<file path="src/rtl/beam_trig_pkg.sv">
// -----------------------------------------------------------------------------
// beam_trig_pkg
// Shared definitions for the beam power trigger slice:
//   - sample width of the adder-tree beam sum
//   - sum_w(): exact width of a window sum of 2^window_log2 samples
//   - trig_state_e: trigger FSM states
//   - THRESH_DEFAULT: all-ones threshold, wide enough for the largest window
// -----------------------------------------------------------------------------
package beam_trig_pkg;

  localparam int SAMPLE_W        = 8;
  localparam int MAX_WINDOW_LOG2 = 5;
  localparam int MAX_SUM_W       = SAMPLE_W + MAX_WINDOW_LOG2;

  // Threshold reset value. A window sum can never exceed all-ones, so the
  // trigger stays silent until software programs a real threshold.
  localparam logic [MAX_SUM_W-1:0] THRESH_DEFAULT = '1;

  typedef enum logic [1:0] {
    ST_FILL,
    ST_ARMED,
    ST_HOLDOFF
  } trig_state_e;

  // N * 255 < 2^(8 + log2 N), so this width holds any window sum exactly.
  function automatic int sum_w(input int window_log2);
    return SAMPLE_W + window_log2;
  endfunction

endpackage

</file>
<file path="src/rtl/window_accum.sv">
// -----------------------------------------------------------------------------
// window_accum
// Sliding-window running sum over the last N valid samples.
//   clk_i        clock
//   rst_i        synchronous active-high reset
//   sample_i     8-bit beam sum
//   valid_i      sample_i valid; the window advances only when high
//   acc_o        registered sum of the last N valid samples
//   upd_o        registered: acc_o was updated by the previous edge
//   full_next_o  the fill count is N, or reaches N at the coming edge
// -----------------------------------------------------------------------------
module window_accum
  import beam_trig_pkg::*;
#(
  parameter int N     = 8,
  parameter int SUM_W = 11
) (
  input  logic                clk_i,
  input  logic                rst_i,
  input  logic [SAMPLE_W-1:0] sample_i,
  input  logic                valid_i,
  output logic [SUM_W-1:0]    acc_o,
  output logic                upd_o,
  output logic                full_next_o
);

  localparam int FILL_W = $clog2(N + 1);

  logic [SAMPLE_W-1:0] line_q [N];
  logic [FILL_W-1:0]   fill_q;

  // NOTE: all state here uses non-blocking assignments so the shift register
  // stages and the accumulator all see the pre-edge values of each other.
  always_ff @(posedge clk_i) begin
    if (rst_i) begin
      // NOTE: the delay line is a memory that is deliberately reset: acc_o
      // subtracts the oldest entry, so stale contents would corrupt the sum.
      for (int i = 0; i < N; i++) begin
        line_q[i] <= '0;
      end
      acc_o  <= '0;
      upd_o  <= 1'b0;
      fill_q <= '0;
    end else begin
      upd_o <= valid_i;
      if (valid_i) begin
        line_q[0] <= sample_i;
        for (int i = 1; i < N; i++) begin
          line_q[i] <= line_q[i-1];
        end
        // Oldest entry is zero until the line has filled, so the same update
        // works during fill and in steady state.
        acc_o <= acc_o + SUM_W'(sample_i) - SUM_W'(line_q[N-1]);
        if (fill_q != FILL_W'(N)) begin
          fill_q <= fill_q + 1'b1;
        end
      end
    end
  end

  // Lets the FSM leave FILL on the same edge that lands the Nth sample, so
  // the first compare happens on the very first full window.
  assign full_next_o = (fill_q == FILL_W'(N)) ||
                       (valid_i && (fill_q == FILL_W'(N - 1)));

endmodule

</file>
<file path="src/rtl/beam_power_trigger.sv">
// -----------------------------------------------------------------------------
// beam_power_trigger
// Sliding-window power discriminator behind the beam adder tree. Keeps a
// running sum over the last 2^WINDOW_LOG2 valid samples, compares it strictly
// against a programmable threshold and issues one-cycle trigger pulses with a
// programmable holdoff. A saturating trigger count is kept for software.
//   clk_i         clock, shared with the adder tree
//   rst_i         synchronous active-high reset
//   sum_i         8-bit beam sum
//   sum_valid_i   sum_i valid this cycle
//   thresh_i      threshold value, loaded on thresh_wr_i
//   thresh_wr_i   threshold load strobe
//   holdoff_i     holdoff length in cycles, sampled when a trigger fires
//   power_o       registered window sum
//   trig_o        one-cycle trigger pulse
//   armed_o       high while the FSM is in ARMED
//   trig_count_o  triggers since reset, saturating
// -----------------------------------------------------------------------------
module beam_power_trigger
  import beam_trig_pkg::*;
#(
  parameter  int WINDOW_LOG2 = 3,
  parameter  int HOLD_W      = 8,
  parameter  int CNT_W       = 16,
  localparam int SUM_W       = sum_w(WINDOW_LOG2)
) (
  input  logic                clk_i,
  input  logic                rst_i,
  input  logic [SAMPLE_W-1:0] sum_i,
  input  logic                sum_valid_i,
  input  logic [SUM_W-1:0]    thresh_i,
  input  logic                thresh_wr_i,
  input  logic [HOLD_W-1:0]   holdoff_i,
  output logic [SUM_W-1:0]    power_o,
  output logic                trig_o,
  output logic                armed_o,
  output logic [CNT_W-1:0]    trig_count_o
);

  localparam int N = 1 << WINDOW_LOG2;

  trig_state_e       state_q;
  logic [SUM_W-1:0]  thresh_q;
  logic [HOLD_W-1:0] hold_q;
  logic              upd;
  logic              full_next;
  logic              hit;

  window_accum #(
    .N     (N),
    .SUM_W (SUM_W)
  ) u_accum (
    .clk_i       (clk_i),
    .rst_i       (rst_i),
    .sample_i    (sum_i),
    .valid_i     (sum_valid_i),
    .acc_o       (power_o),
    .upd_o       (upd),
    .full_next_o (full_next)
  );

  // Only a freshly updated window may trigger; the compare is on the
  // registered sum, which puts trig_o two edges after the sample.
  assign hit = upd && (power_o > thresh_q);

  // A write lands at the edge, so a compare on the same edge still sees the
  // old threshold.
  always_ff @(posedge clk_i) begin
    if (rst_i) begin
      thresh_q <= THRESH_DEFAULT[SUM_W-1:0];
    end else if (thresh_wr_i) begin
      thresh_q <= thresh_i;
    end
  end

  always_ff @(posedge clk_i) begin
    if (rst_i) begin
      state_q <= ST_FILL;
      hold_q  <= '0;
      trig_o  <= 1'b0;
      armed_o <= 1'b0;
    end else begin
      trig_o <= 1'b0;
      unique case (state_q)
        ST_FILL: begin
          if (full_next) begin
            state_q <= ST_ARMED;
            armed_o <= 1'b1;
          end
        end
        ST_ARMED: begin
          if (hit) begin
            trig_o <= 1'b1;
            hold_q <= holdoff_i;
            // Zero holdoff: stay armed so the next valid window can fire on
            // the following cycle.
            if (holdoff_i != '0) begin
              state_q <= ST_HOLDOFF;
              armed_o <= 1'b0;
            end
          end
        end
        ST_HOLDOFF: begin
          // Counts clocks, not samples; rearms as the count goes 1 -> 0.
          hold_q <= hold_q - 1'b1;
          if (hold_q == HOLD_W'(1)) begin
            state_q <= ST_ARMED;
            armed_o <= 1'b1;
          end
        end
        default: begin
          state_q <= ST_FILL;
          armed_o <= 1'b0;
        end
      endcase
    end
  end

  always_ff @(posedge clk_i) begin
    if (rst_i) begin
      trig_count_o <= '0;
    end else if (trig_o && (trig_count_o != '1)) begin
      trig_count_o <= trig_count_o + 1'b1;
    end
  end

endmodule

</file>
<file path="config.mk">
export PLATFORM = sky130hd
export DESIGN_NAME = beam_power_trigger
export DESIGN_NICKNAME = d
export VERILOG_FILES = /design/src/rtl/beam_trig_pkg.sv /design/src/rtl/window_accum.sv /design/src/rtl/beam_power_trigger.sv
export SDC_FILE = /design/constraint.sdc
export NUM_CORES = 1
export LEC_CHECK = 0
export CAP_MARGIN = 20
export CORE_MARGIN = 4
export CORE_UTILIZATION = 30
export DETAILED_ROUTE_END_ITERATION = 16
export MAX_ROUTING_LAYER = met4
export SLEW_MARGIN = 20
export SYNTH_ARGS = -nofsm -noshare
export SYNTH_HDL_FRONTEND = slang
export SYNTH_SLANG_ARGS = --single-unit
export TNS_END_PERCENT = 20
</file>
<file path="constraint.sdc">
create_clock -name clk_i -period 3.3 [get_ports clk_i]
set_input_delay 0.33 -clock clk_i [delete_from_list [all_inputs] [get_ports clk_i]]
set_output_delay 0.33 -clock clk_i [all_outputs]
set_load 0.005 [all_outputs]
</file>
==> impl_metrics.json, run 1 <==
{
  "run_status": "completed",
  "syn-instance-count": 542,
  "post_synth_mux_area_share": 0.0148,
  "drt_pass1_iterations": 4,
  "initial_core_util": 0.307,
  "crit_path_end_kind": "flop",
  "clock_insertion_delay_worst_skew_ps": 410,
  "grt.overflow.total": 0,
  "grtUsageMet3": 0.0335,
  "clock_tree_from_tritoncts": "done",
  "number_of_enable_flip_flop_cells_after_synthesis": 64,
  "synth_top_family_by_area": "simple AND/OR/NAND/NOR gates",
  "slew_headroom": 0.495,
  "postCtsHoldBufs": 0,
  "finalHoldViolCount": 0,
  "tritoncts.num_buffers": 17,
  "p_leak_nw": 2.93,
  "final_cell_area_mm2": 0.00734,
  "hpwl_um": 8960,
  "report.final.setup_viol": 0,
  "yosysWarningCount": 0,
  "die_width_um": 147,
  "port-buffer-count": 59,
  "detailroute.via_count": 4237,
  "wl_per_cell_um": 14.8,
  "ys.flop_type": "sky130_fd_sc_hd__edfxtp_1",
  "critical_path.max_fanout": 2,
  "yosysSeqAreaShare": 0.522,
  "critPathArrivalTime_ps": 3220,
  "critPathRequiredTime_ps": 3600,
  "clock_skew_ps": 10.2,
  "pin_count": 60,
  "antenna_left": 0,
  "drv.max_cap_violation_count": 0,
  "synth_area_mm2": 0.00576,
  "fin_nets": 686,
  "ir_drop_uv": 432,
  "async_reset_ff_frac": 0,
  "pin_count_of_the_biggest_net_entering_global_routing": 66,
  "drive_above_1_share": 0.0932,
  "sum_of_negative_setup_slack_ps": 0,
  "power.density_cell_area_mw_per_mm2": 649,
  "synth_nets": 608,
  "number_of_antenna_violations_at_the_first_check_in_global_routing": 0,
  "grt_pass1_vias": 4307,
  "nFillCells": 1815,
  "root_buffer": "sky130_fd_sc_hd__clkbuf_16",
  "initialDrtViolationCount": 230,
  "grt-busiest-layer": "met2",
  "cts.repair_timing.setup_buffer_count": 0,
  "synth.ff_latch_count": 118,
  "synth-adder-area-share": 0.0865,
  "first_pass_grt_wire_length_um": 21900,
  "worst_setup_hold_path_clk_slew_ps": 60,
  "max_freq_mhz": 342,
  "critPathLaunchType": "input pin",
  "gpl.final_weighted_congestion": 0.829,
  "synth_area_per_inst_um2": 10.6,
  "grt.total_usage": 0.129,
  "timing.final.crit_share": 0.885,
  "layout-area-overhead-vs-synth_pct": 27.5,
  "placement.cell_area_mm2": 0.00672,
  "timing.hold.worst.class": "in2reg",
  "ctsLongestPathBuffers": 2,
  "detail_route.vias_per_cell": 4.89,
  "floorplan.rows": 50,
  "met2_usage": 0.198,
  "synth_compound_area_frac": 0.122,
  "wl_um": 12900,
  "final_max_slew_viol_count": 0,
  "design.die.area_mm2": 0.0215,
  "rsz0062_at_grt": "no",
  "coreArea_mm2": 0.0188,
  "clock_sinks": 118,
  "cts_resized": 0,
  "timing_worst_setup_path_type": "in2reg",
  "synth.distinct_cells": 56,
  "synth-xor-area-share": 0.0243,
  "n_antenna_cell": 0,
  "worst_pin_slew_ps": 755,
  "die_height_um": 147,
  "timing.final.crit_period_ps": 2920,
  "detail_route.drc_violations": 0,
  "groute.layer.met1.usage": 0.168,
  "cts_htree_levels": 4,
  "synth_simple_gate_area_frac": 0.182
}
==> synth_stat cells, drive strengths merged (2+ instances only) <==
master	instances	area share
a2111o	2	0.0039
a2111oi	3	0.0080
a211o	3	0.0046
a211oi	6	0.0078
a21o	4	0.0052
a21oi	23	0.020
a311oi	5	0.0076
a31oi	4	0.0043
and2	42	0.046
and3	5	0.0054
and4	6	0.0093
buf	4	0.0026
clkbuf	15	0.0098
dfxtp	54	0.19
edfxtp	64	0.33
fa	8	0.028
ha	27	0.059
inv	56	0.037
mux2i	7	0.012
nand2	29	0.019
nand2b	5	0.0054
nand3	23	0.020
nand3b	2	0.0026
nand4	8	0.0087
nor2	34	0.022
nor2b	18	0.020
nor3	7	0.0061
nor4	4	0.0043
o2111ai	3	0.0046
o211ai	14	0.018
o21ai	9	0.0078
o21bai	2	0.0026
o221ai	2	0.0030
o311a	2	0.0035
o31ai	7	0.0091
or3	3	0.0041
or4	5	0.0065
xnor2	6	0.0091
xor2	10	0.015
==> report_power, final <==
group | total [W] | switching [W] | leakage, nW | internal, W
Sequential | 0.00173 | 0.0000678 | 1.15 | 0.00166
Combinational | 0.00109 | 0.000551 | 1.49 | 0.000543
Clock | 0.00194 | 0.000734 | 0.296 | 0.00121
==> per-layer routing <==
layer / routed length (µm) / vias to the layer above
li1: - / 2096
met1: 6180 / 2035
met2: 5960 / 97
met3: 622 / 9
met4: 101 / 0
met5: 0 / -
==> layout by cell type (no fill, tap or decap), types with 10 or more instances in the layout <==
cell type,count
sky130_fd_sc_hd__a21oi_1,23
sky130_fd_sc_hd__and2_1,41
sky130_fd_sc_hd__buf_4,18
sky130_fd_sc_hd__clkbuf_16,17
sky130_fd_sc_hd__clkdlybuf4s50_1,58
sky130_fd_sc_hd__dfxtp_1,54
sky130_fd_sc_hd__edfxtp_1,64
sky130_fd_sc_hd__ha_1,27
sky130_fd_sc_hd__inv_1,55
sky130_fd_sc_hd__nand2_1,29
sky130_fd_sc_hd__nand3_1,23
sky130_fd_sc_hd__nor2_1,34
sky130_fd_sc_hd__nor2b_1,18
sky130_fd_sc_hd__o211ai_1,14
sky130_fd_sc_hd__xor2_1,10
==> metrics by stage <==
stage | utilization | instances | worst slack (ps) | hold WS (ps) | total power [W]
5_1_grt | 0.391 | 867 | 205 | 470 | 0.00503
2_1_floorplan | - | 542 | 454 | 446 | 0.00242
4_1_cts | 0.391 | 867 | 332 | 398 | 0.00483
3_3_place_gp | 0.358 | 835 | -29.8 | 464 | 0.00285
6_report | 0.391 | 867 | 379 | 400 | 0.00476
3_5_place_dp | 0.358 | 835 | -56.3 | 476 | 0.00286
==> state kept, by name, summed over array words and instances, names as in the netlist <==
signal and count:
trig_count_o 16, state_q 1, u_accum.line_q 64, hold_q 8
armed_o 1, trig_o 1, u_accum.acc_o 11, u_accum.upd_o 1
u_accum.fill_q 4, thresh_q 11
==> critical path, cell delays in order <==
cell	delay [ps]
sky130_fd_sc_hd__clkdlybuf4s50_1	460
sky130_fd_sc_hd__inv_1	80
sky130_fd_sc_hd__fa_1	530
sky130_fd_sc_hd__inv_1	40
sky130_fd_sc_hd__ha_1	280
sky130_fd_sc_hd__o21ai_0	110
sky130_fd_sc_hd__or4_1	550
sky130_fd_sc_hd__and3_1	170
sky130_fd_sc_hd__or3_4	380
sky130_fd_sc_hd__mux2_4	300
==> worst paths after layout <==
check | start | to | slack, ps | depth (start not counted)
worst max-delay path | sum_i[4] | u_accum.acc_o[10] | 380 | 10
worst min-delay path | rst_i | thresh_q[0] | 400 | 3
worst max register to register | u_accum.acc_o[1] | u_accum.acc_o[10] | 390 | 9
worst min register to register | thresh_q[0] | thresh_q[0] | 490 | 2
==> logic make-up after synthesis <==
logic type / after synthesis
and+or+nand+nor: 193
DFF: 118
AOI/OAI and AO/OA: 97
buffers and inverters: 75
adders and majority gates: 35
xor gates and xnor gates: 16
muxes: 8
==> layout make-up <==
cell class	count	area (µm²)	area share
flip-flops and latches	118	3000	0.409
multi-input cells	349	2470	0.337
repair buffers	78	741	0.101
clock buffers	17	425	0.0580
well taps	234	293	0.0399
inverters	56	210	0.0287
clock inverters	15	193	0.0263
Power figures use the tool's default switching activity.
==> inputs of run 2 (changes only) <==
- CAP_MARGIN: 20 -> unset
==> results of run 2 <==
Same layout as run 1: the final DEF is identical, and so are final timing and power.
==> inputs of run 3 (changes only) <==
- CORE_UTILIZATION: 30 -> 57
- PLACE_DENSITY: unset -> 0.8
- SYNTH_HIERARCHICAL: unset -> 1
==> impl_metrics.json, run 3 <==
{
  "run_status": "completed",
  "largest_register_ff_count": 64,
  "hold-path-endpoint": "u_accum/acc_o[6]",
  "pin_count": 60,
  "slew_headroom": 0.538,
  "wl_um": 11600,
  "pin_count_of_the_biggest_net_entering_global_routing": 58,
  "synth_area_mm2": 0.00591,
  "sum_of_negative_setup_slack_ps": 0,
  "ys.flop_type": "sky130_fd_sc_hd__edfxtp_1",
  "timing.final.crit_period_ps": 2920,
  "detailroute.via_count": 4153,
  "critPathRequiredTime_ps": 3700,
  "ir_drop_uv": 566,
  "layout-area-overhead-vs-synth_pct": 23.0,
  "finish.cell_count_without_fillers": 753,
  "critPathLaunchType": "flop",
  "async_reset_ff_frac": 0,
  "hold-path-cell-count": 4,
  "drive_above_1_share": 0.116,
  "synthDominantCellAreaShare": 0.325,
  "drt_pass1_iterations": 5,
  "drv.max_cap_violation_count": 0,
  "worst_setup_hold_path_clk_slew_ps": 60,
  "number_of_antenna_violations_at_the_first_check_in_global_routing": 0,
  "initialDrtViolationCount": 332,
  "critical_path.max_fanout": 4,
  "synth_area_per_inst_um2": 10.9,
  "holdCritStartpoint": "rst_i",
  "rrSetupSlack_ps": 380,
  "largestRegisters": "u_accum/line_q: 64 flops, trig_count_o: 16 flops",
  "detail_route.vias_per_cell": 5.52,
  "cts_htree_levels": 4,
  "number_of_enable_flip_flop_cells_after_synthesis": 64,
  "rr_startpoint": "u_accum/acc_o[1]",
  "cts.repair_timing.setup_buffer_count": 0,
  "finalHoldViolCount": 0,
  "power.density_cell_area_mw_per_mm2": 657,
  "yosysWarningCount": 6,
  "p_leak_nw": 2.97,
  "port-buffer-count": 59,
  "antenna_left": 0,
  "synth_nets": 607,
  "total_power_w": 0.00477,
  "synth_most_common_cell": "sky130_fd_sc_hd__edfxtp_1",
  "die_height_um": 110,
  "grt_pass1_vias": 4011,
  "fin_hold_ws_ps": 320,
  "initial_core_util": 0.594,
  "grt.total_usage": 0.216,
  "grt.overflow.total": 0,
  "syn-instance-count": 541,
  "clock_insertion_delay_worst_skew_ps": 520,
  "ranking_of_synthesized_cells_by_instance_count": "sky130_fd_sc_hd__edfxtp_1, sky130_fd_sc_hd__inv_1, sky130_fd_sc_hd__dfxtp_1",
  "largest_register_by_flop_count": "u_accum/line_q",
  "synth.ff_latch_count": 118,
  "crit_path_end_kind": "flop",
  "postCtsHoldBufs": 0,
  "max_freq_mhz": 342,
  "n_antenna_cell": 0,
  "ctsLongestPathBuffers": 2,
  "design.die.area_mm2": 0.0121,
  "clock_skew_ps": 9.25,
  "die_width_um": 110,
  "gpl.final_weighted_congestion": 0.893,
  "final_max_slew_viol_count": 0,
  "mostFrequentLayoutCell": "sky130_fd_sc_hd__edfxtp_1",
  "coreArea_mm2": 0.00995,
  "report.final.setup_viol": 0,
  "detail_route.drc_violations": 0,
  "post-place-cells": 722,
  "synth.distinct_cells": 73,
  "tritoncts.num_buffers": 17,
  "clock_tree_from_tritoncts": "done",
  "hpwl_um": 7990,
  "root_buffer": "sky130_fd_sc_hd__clkbuf_8",
  "synth_top_cell_by_area": "sky130_fd_sc_hd__edfxtp_1",
  "yosysSeqAreaShare": 0.508,
  "timing.final.crit_share": 0.886,
  "mostFrequentLayoutCells": "sky130_fd_sc_hd__edfxtp_1, sky130_fd_sc_hd__clkdlybuf4s50_1, sky130_fd_sc_hd__inv_1, sky130_fd_sc_hd__dfxtp_1, sky130_fd_sc_hd__and2_1",
  "cts_resized": 0,
  "worst_pin_slew_ps": 691,
  "dp_slack_ps": -47.9,
  "floorplan.rows": 36,
  "rsz0062_at_grt": "no",
  "timing.hold.worst.class": "in2reg",
  "clock_sinks": 118,
  "rr_worst_depth": 9,
  "setup_slack_ps": 375,
  "wl_per_cell_um": 15.4,
  "timing_worst_setup_path_type": "reg2reg",
  "reg2reg_to": "u_accum/acc_o[10]",
  "yosys-top-cells-area": "sky130_fd_sc_hd__edfxtp_1, sky130_fd_sc_hd__dfxtp_1, sky130_fd_sc_hd__ha_1",
  "first_pass_grt_wire_length_um": 19300,
  "fin_nets": 674,
  "critPathArrivalTime_ps": 3320
}
-- run 3: cell count changes in the layout (fill, tap and decap cells not counted), sizes merged, moves of 3 or more --
cell and change:
nor4b +4, buf -8, a211oi +4, nand3 -7, or4 -3, and4 -5
a31oi -4, nor2 +8, xor2 -5, o211ai -3, o31ai -3, xnor2 +7
-- run 3: worst max-delay path by stage --
stage                     startpoint           endpoint
floorplan           u_accum/acc_o[1]  u_accum/acc_o[10]
global placement            sum_i[1]  u_accum/acc_o[10]
detailed placement          sum_i[1]  u_accum/acc_o[10]
CTS                 u_accum/acc_o[1]  u_accum/acc_o[10]
global route        u_accum/acc_o[1]  u_accum/acc_o[10]
finish              u_accum/acc_o[1]  u_accum/acc_o[10]
-- run 3: cells by family (layout without fill, tap and decap cells) --
kind of cell / Yosys count / after routing / synth area share
flops: 118 / 118 / 0.508
xor+xnor: 18 / 18 / 0.0267
buf+inv: 80 / 159 / 0.0576
simple gates: 196 / 196 / 0.187
mux: 10 / 10 / 0.0174
compound gates: 84 / 84 / 0.118
fa+ha+maj: 35 / 35 / 0.0843
-- run 3: metrics by stage --
| stage | utilization | cell area, µm² |
|---|---|---|
| floorplan | - | 5910 |
| global placement | 0.666 | 6630 |
| detailed placement | 0.666 | 6630 |
| CTS | 0.730 | 7270 |
| global route | 0.730 | 7270 |
| finish | 0.730 | 7270 |
-- run 3: critical path, stage by stage (launching register included) --
cell                       delay, ps
sky130_fd_sc_hd__dfxtp_1         380
sky130_fd_sc_hd__inv_1            80
sky130_fd_sc_hd__fa_1            500
sky130_fd_sc_hd__inv_1            60
sky130_fd_sc_hd__fa_1            460
sky130_fd_sc_hd__a21o_2          230
sky130_fd_sc_hd__a31o_1          250
sky130_fd_sc_hd__a221oi_2        270
sky130_fd_sc_hd__mux2i_1         240
sky130_fd_sc_hd__mux2_1          330
-- run 3: layer usage --
layer / vias to the layer above / global-route usage / wire length (µm)
met5: - / - / 0
met4: 0 / 0.0703 / 104
met3: 7 / 0.0593 / 579
met2: 112 / 0.338 / 5670
met1: 2001 / 0.272 / 5270
li1: 2033 / - / -
-- run 3: where the power goes --
part | switching, W | internal [W] | leakage [nW]
combinational | 0.000539 | 0.000499 | 1.52
sequential | 0.0000855 | 0.00167 | 1.15
clock | 0.000677 | 0.00131 | 0.306
total | 0.00130 | 0.00347 | 2.97
-- run 3: area by class of cell --
class,count,area (µm²)
fillers,706,2690
well taps,133,166
clock inverters,14,223
flip-flops and latches,118,3000
multi-input cells,343,2560
clock buffers,17,414
inverters,58,218
repair buffers,70,681
==> RTL change 1, RTL diff (settings of run 3) <==
The parameter `HOLD_W` goes from 8 to 6.
--- a/src/rtl/beam_power_trigger.sv
+++ b/src/rtl/beam_power_trigger.sv
@@ -20,7 +20,7 @@
   import beam_trig_pkg::*;
 #(
   parameter  int WINDOW_LOG2 = 3,
-  parameter  int HOLD_W      = 8,
+  parameter  int HOLD_W      = 6,
   parameter  int CNT_W       = 16,
   localparam int SUM_W       = sum_w(WINDOW_LOG2)
 ) (
Interface: changed (resized holdoff_i); port bits go from 60 to 58. No check against the original RTL was run, so the function may have changed too.
==> RTL change 1 against run 3 <==
Synthesized cell count fell by 2.8%. Setup slack improved by 2.9 ps. Global-route usage fell by 0.27 points. Sequential cell count fell by 1. Final cell count fell by 1.9%. Final area fell by 3.5%. Routed wire length fell by 5.0%. Largest power group unchanged. Critical path depth did not move. Total power fell by 3.3%. Area after synthesis fell by 3.6%. Largest cell class unchanged. Sequential share of layout area rose by 1.2 points. Clock power fell by 6%.
==> RTL change 1: results <==
power_and_ir_drop:
  p_int_mw: 3.31
  p_leak_nw: 2.87
  ir_drop_mv: 0.470
placed_design:
  dp_hpwl_mm: 7.63
  place.port_buffers: 57
  pre_cts_ws_ps: -18.1
  place_congestion: 0.887
finish:
  multi_input_area_share: 0.343
  n_all_buffers: 65
  fillers: 693
  comb.multi_input.count: 335
  final-nonclk-buf-share: 0.0910
  inverters: 57
  clock_area_frac: 0.0867
  fin_cells: 739
  nNetsFinal: 657
global_routing:
  grt_pass1_vias: 3929
  use_met1: 0.267
  use_met3: 0.0484
  grt_max_degree: 55
  grt_pass1_wl_mm: 18.5
worst_setup_path:
  arrival_ps: 3330
clock_tree:
  ctsResizeCount: 0
  cts_sinks: 117
route:
  route.layer.met1.wl_mm: 5.14
  route.met2.wl_mm: 5.24
  wl_met3_um: 455
  wirelength_mm: 11.0
sta:
  period_share: 0.885
  fin_skew_ps: 6.71
  tightest_slew_ps: 700
logic_synthesis:
  syn_nets: 590
  synth.area.mux_share: 0.0160
  yosys-top-cells-area: "edfxtp_1, dfxtp_1, ha_1"
  yosys.area_share.adder: 0.0874
  synthXorXnorAreaFrac: 0.0277
  synth_cell_type_count: 65
  synth_compound_area_frac: 0.114
outcome:
  status: "finished clean"
[RTL change 1: changes by cell type after synthesis, moves of 4 or more]
cell      change
o211ai_1      +5
a211oi_2      -6
nor3_1        +6
nand3_1       +4
xor2_1        +5
xnor2_1       -5
[RTL change 1: power groups by stage]
stage | clock (mW) | combinational [mW] | sequential (mW)
6_report | 1.87 | 1.01 | 1.73
5_1_grt | 1.96 | 1.14 | 1.75
4_1_cts | 1.91 | 1.02 | 1.73
3_5_place_dp | 0 | 1.00 | 1.76
3_3_place_gp | 0 | 0.977 | 1.76
2_1_floorplan | 0 | 0.704 | 1.74
[RTL change 1: through the flow]
step	hold WS (ps)	util	instance area [µm²]	power, mW
after global routing	355	0.718	7020	4.86
after global placement	474	0.656	6410	2.74
after floorplan	446	-	5700	2.44
after detailed placement	486	0.656	6410	2.77
final	294	0.718	7020	4.62
after CTS	262	0.718	7020	4.66
==> RTL change 2, RTL diff (config.mk and constraints of run 3) <==
Made on the original files. Re-encode `trig_state_e` (3 states) as one-hot, 3 bits wide.
--- a/src/rtl/beam_trig_pkg.sv
+++ b/src/rtl/beam_trig_pkg.sv
@@ -16,10 +16,10 @@
   // trigger stays silent until software programs a real threshold.
   localparam logic [MAX_SUM_W-1:0] THRESH_DEFAULT = '1;
 
-  typedef enum logic [1:0] {
-    ST_FILL,
-    ST_ARMED,
-    ST_HOLDOFF
+  typedef enum logic [2:0] {
+    ST_FILL    = 3'b001,
+    ST_ARMED   = 3'b010,
+    ST_HOLDOFF = 3'b100
   } trig_state_e;
 
   // N * 255 < 2^(8 + log2 N), so this width holds any window sum exactly.
Behaviour: same outputs for any inputs over 10 cycles, from zero or initial values and one cycle with rst_i high; not proved beyond that.
==> RTL change 2 against run 3 <==
Setup slack worse by 27 ps. Area after synthesis rose by 1.2%. Sequential cell count increased by 2. Total power shrank 4.6%. Final cell count up 3.5%. Routed wire length rose by 6.3%. Final area is 0.10% higher.
==> RTL change 2: results <==
global_routing:
  grt_pass1_wl_mm: 20.8
  use_met1: 0.271
  grtUsageMet2: 0.345
  grt_max_degree: 65
  grt_usage: 0.217
  use_met3: 0.0471
  grt_pass1_vias: 4245
logic_synthesis:
  synthXorXnorAreaFrac: 0.0307
  yosys.area_share.adder: 0.0832
  synthTopCellsByCount: "edfxtp_1, inv_1, dfxtp_1"
  netlist_instances: 565
  synth_compound_area_frac: 0.103
  synth_cell_type_count: 68
  yosys-top-cells-area: "edfxtp_1, dfxtp_1, ha_1"
  synth.area.mux_share: 0.0178
  syn_nets: 631
  ys_seq_area_frac: 0.509
placed_design:
  place_congestion: 0.888
  placed_cells: 747
  pre_cts_ws_ps: -18.1
  dpl-instance-area_um2: 6710
  dp_hpwl_mm: 8.03
worst_hold_path:
  hold_path.class: "input pin to register"
finish:
  drive_above_1_share: 0.0886
  multi_input_area_um2: 2620
  nNetsFinal: 696
  fin_cells: 779
  fillers: 723
sta:
  fin_skew_ps: 9.01
  relSlewSlack: 0.484
route:
  route.met2.wl_mm: 5.91
  route.layer.met1.wl_mm: 5.56
  num_vias: 4340
  dr.first_iter.drc_count: 282
  wirelength_mm: 12.4
worst_setup_path:
  arrival_ps: 3360
outcome:
  status: "finished clean"
power_and_ir_drop:
  ir_drop_mv: 0.388
  p_leak_nw: 2.90
==> RTL change 2: power breakdown <==
group	internal [mW]	total [mW]	switching, mW
Combinational	0.505	1.08	0.572
Sequential	1.69	1.77	0.0841
Clock	1.01	1.70	0.693
==> RTL change 2: worst paths after layout <==
check,start,slack [ps],endpoint
max,u_accum/acc_o[1],350,u_accum/acc_o[10]
min,rst_i,350,u_accum/acc_o[9]
max reg2reg,u_accum/acc_o[1],350,u_accum/acc_o[10]
min reg2reg,thresh_q[6],500,thresh_q[6]
==> RTL change 2: layout make-up <==
class                      count  share of cell area
sequential                   120               0.418
multi-input combinational    362               0.360
timing repair buffer          68              0.0915
clock buffer                  17              0.0569
inverter                      61              0.0315
tap                          136              0.0234
clock inverter                15              0.0191
==> RTL change 2: worst max-delay path, stage by stage, from the launching register on <==
cell and delay (ps):
dfxtp_1 390, inv_1 90, fa_1 500, inv_1 60, fa_1 450, a21o_2 250, a31o_1 250, a221oi_2 260
mux2i_1 250, mux2_1 340
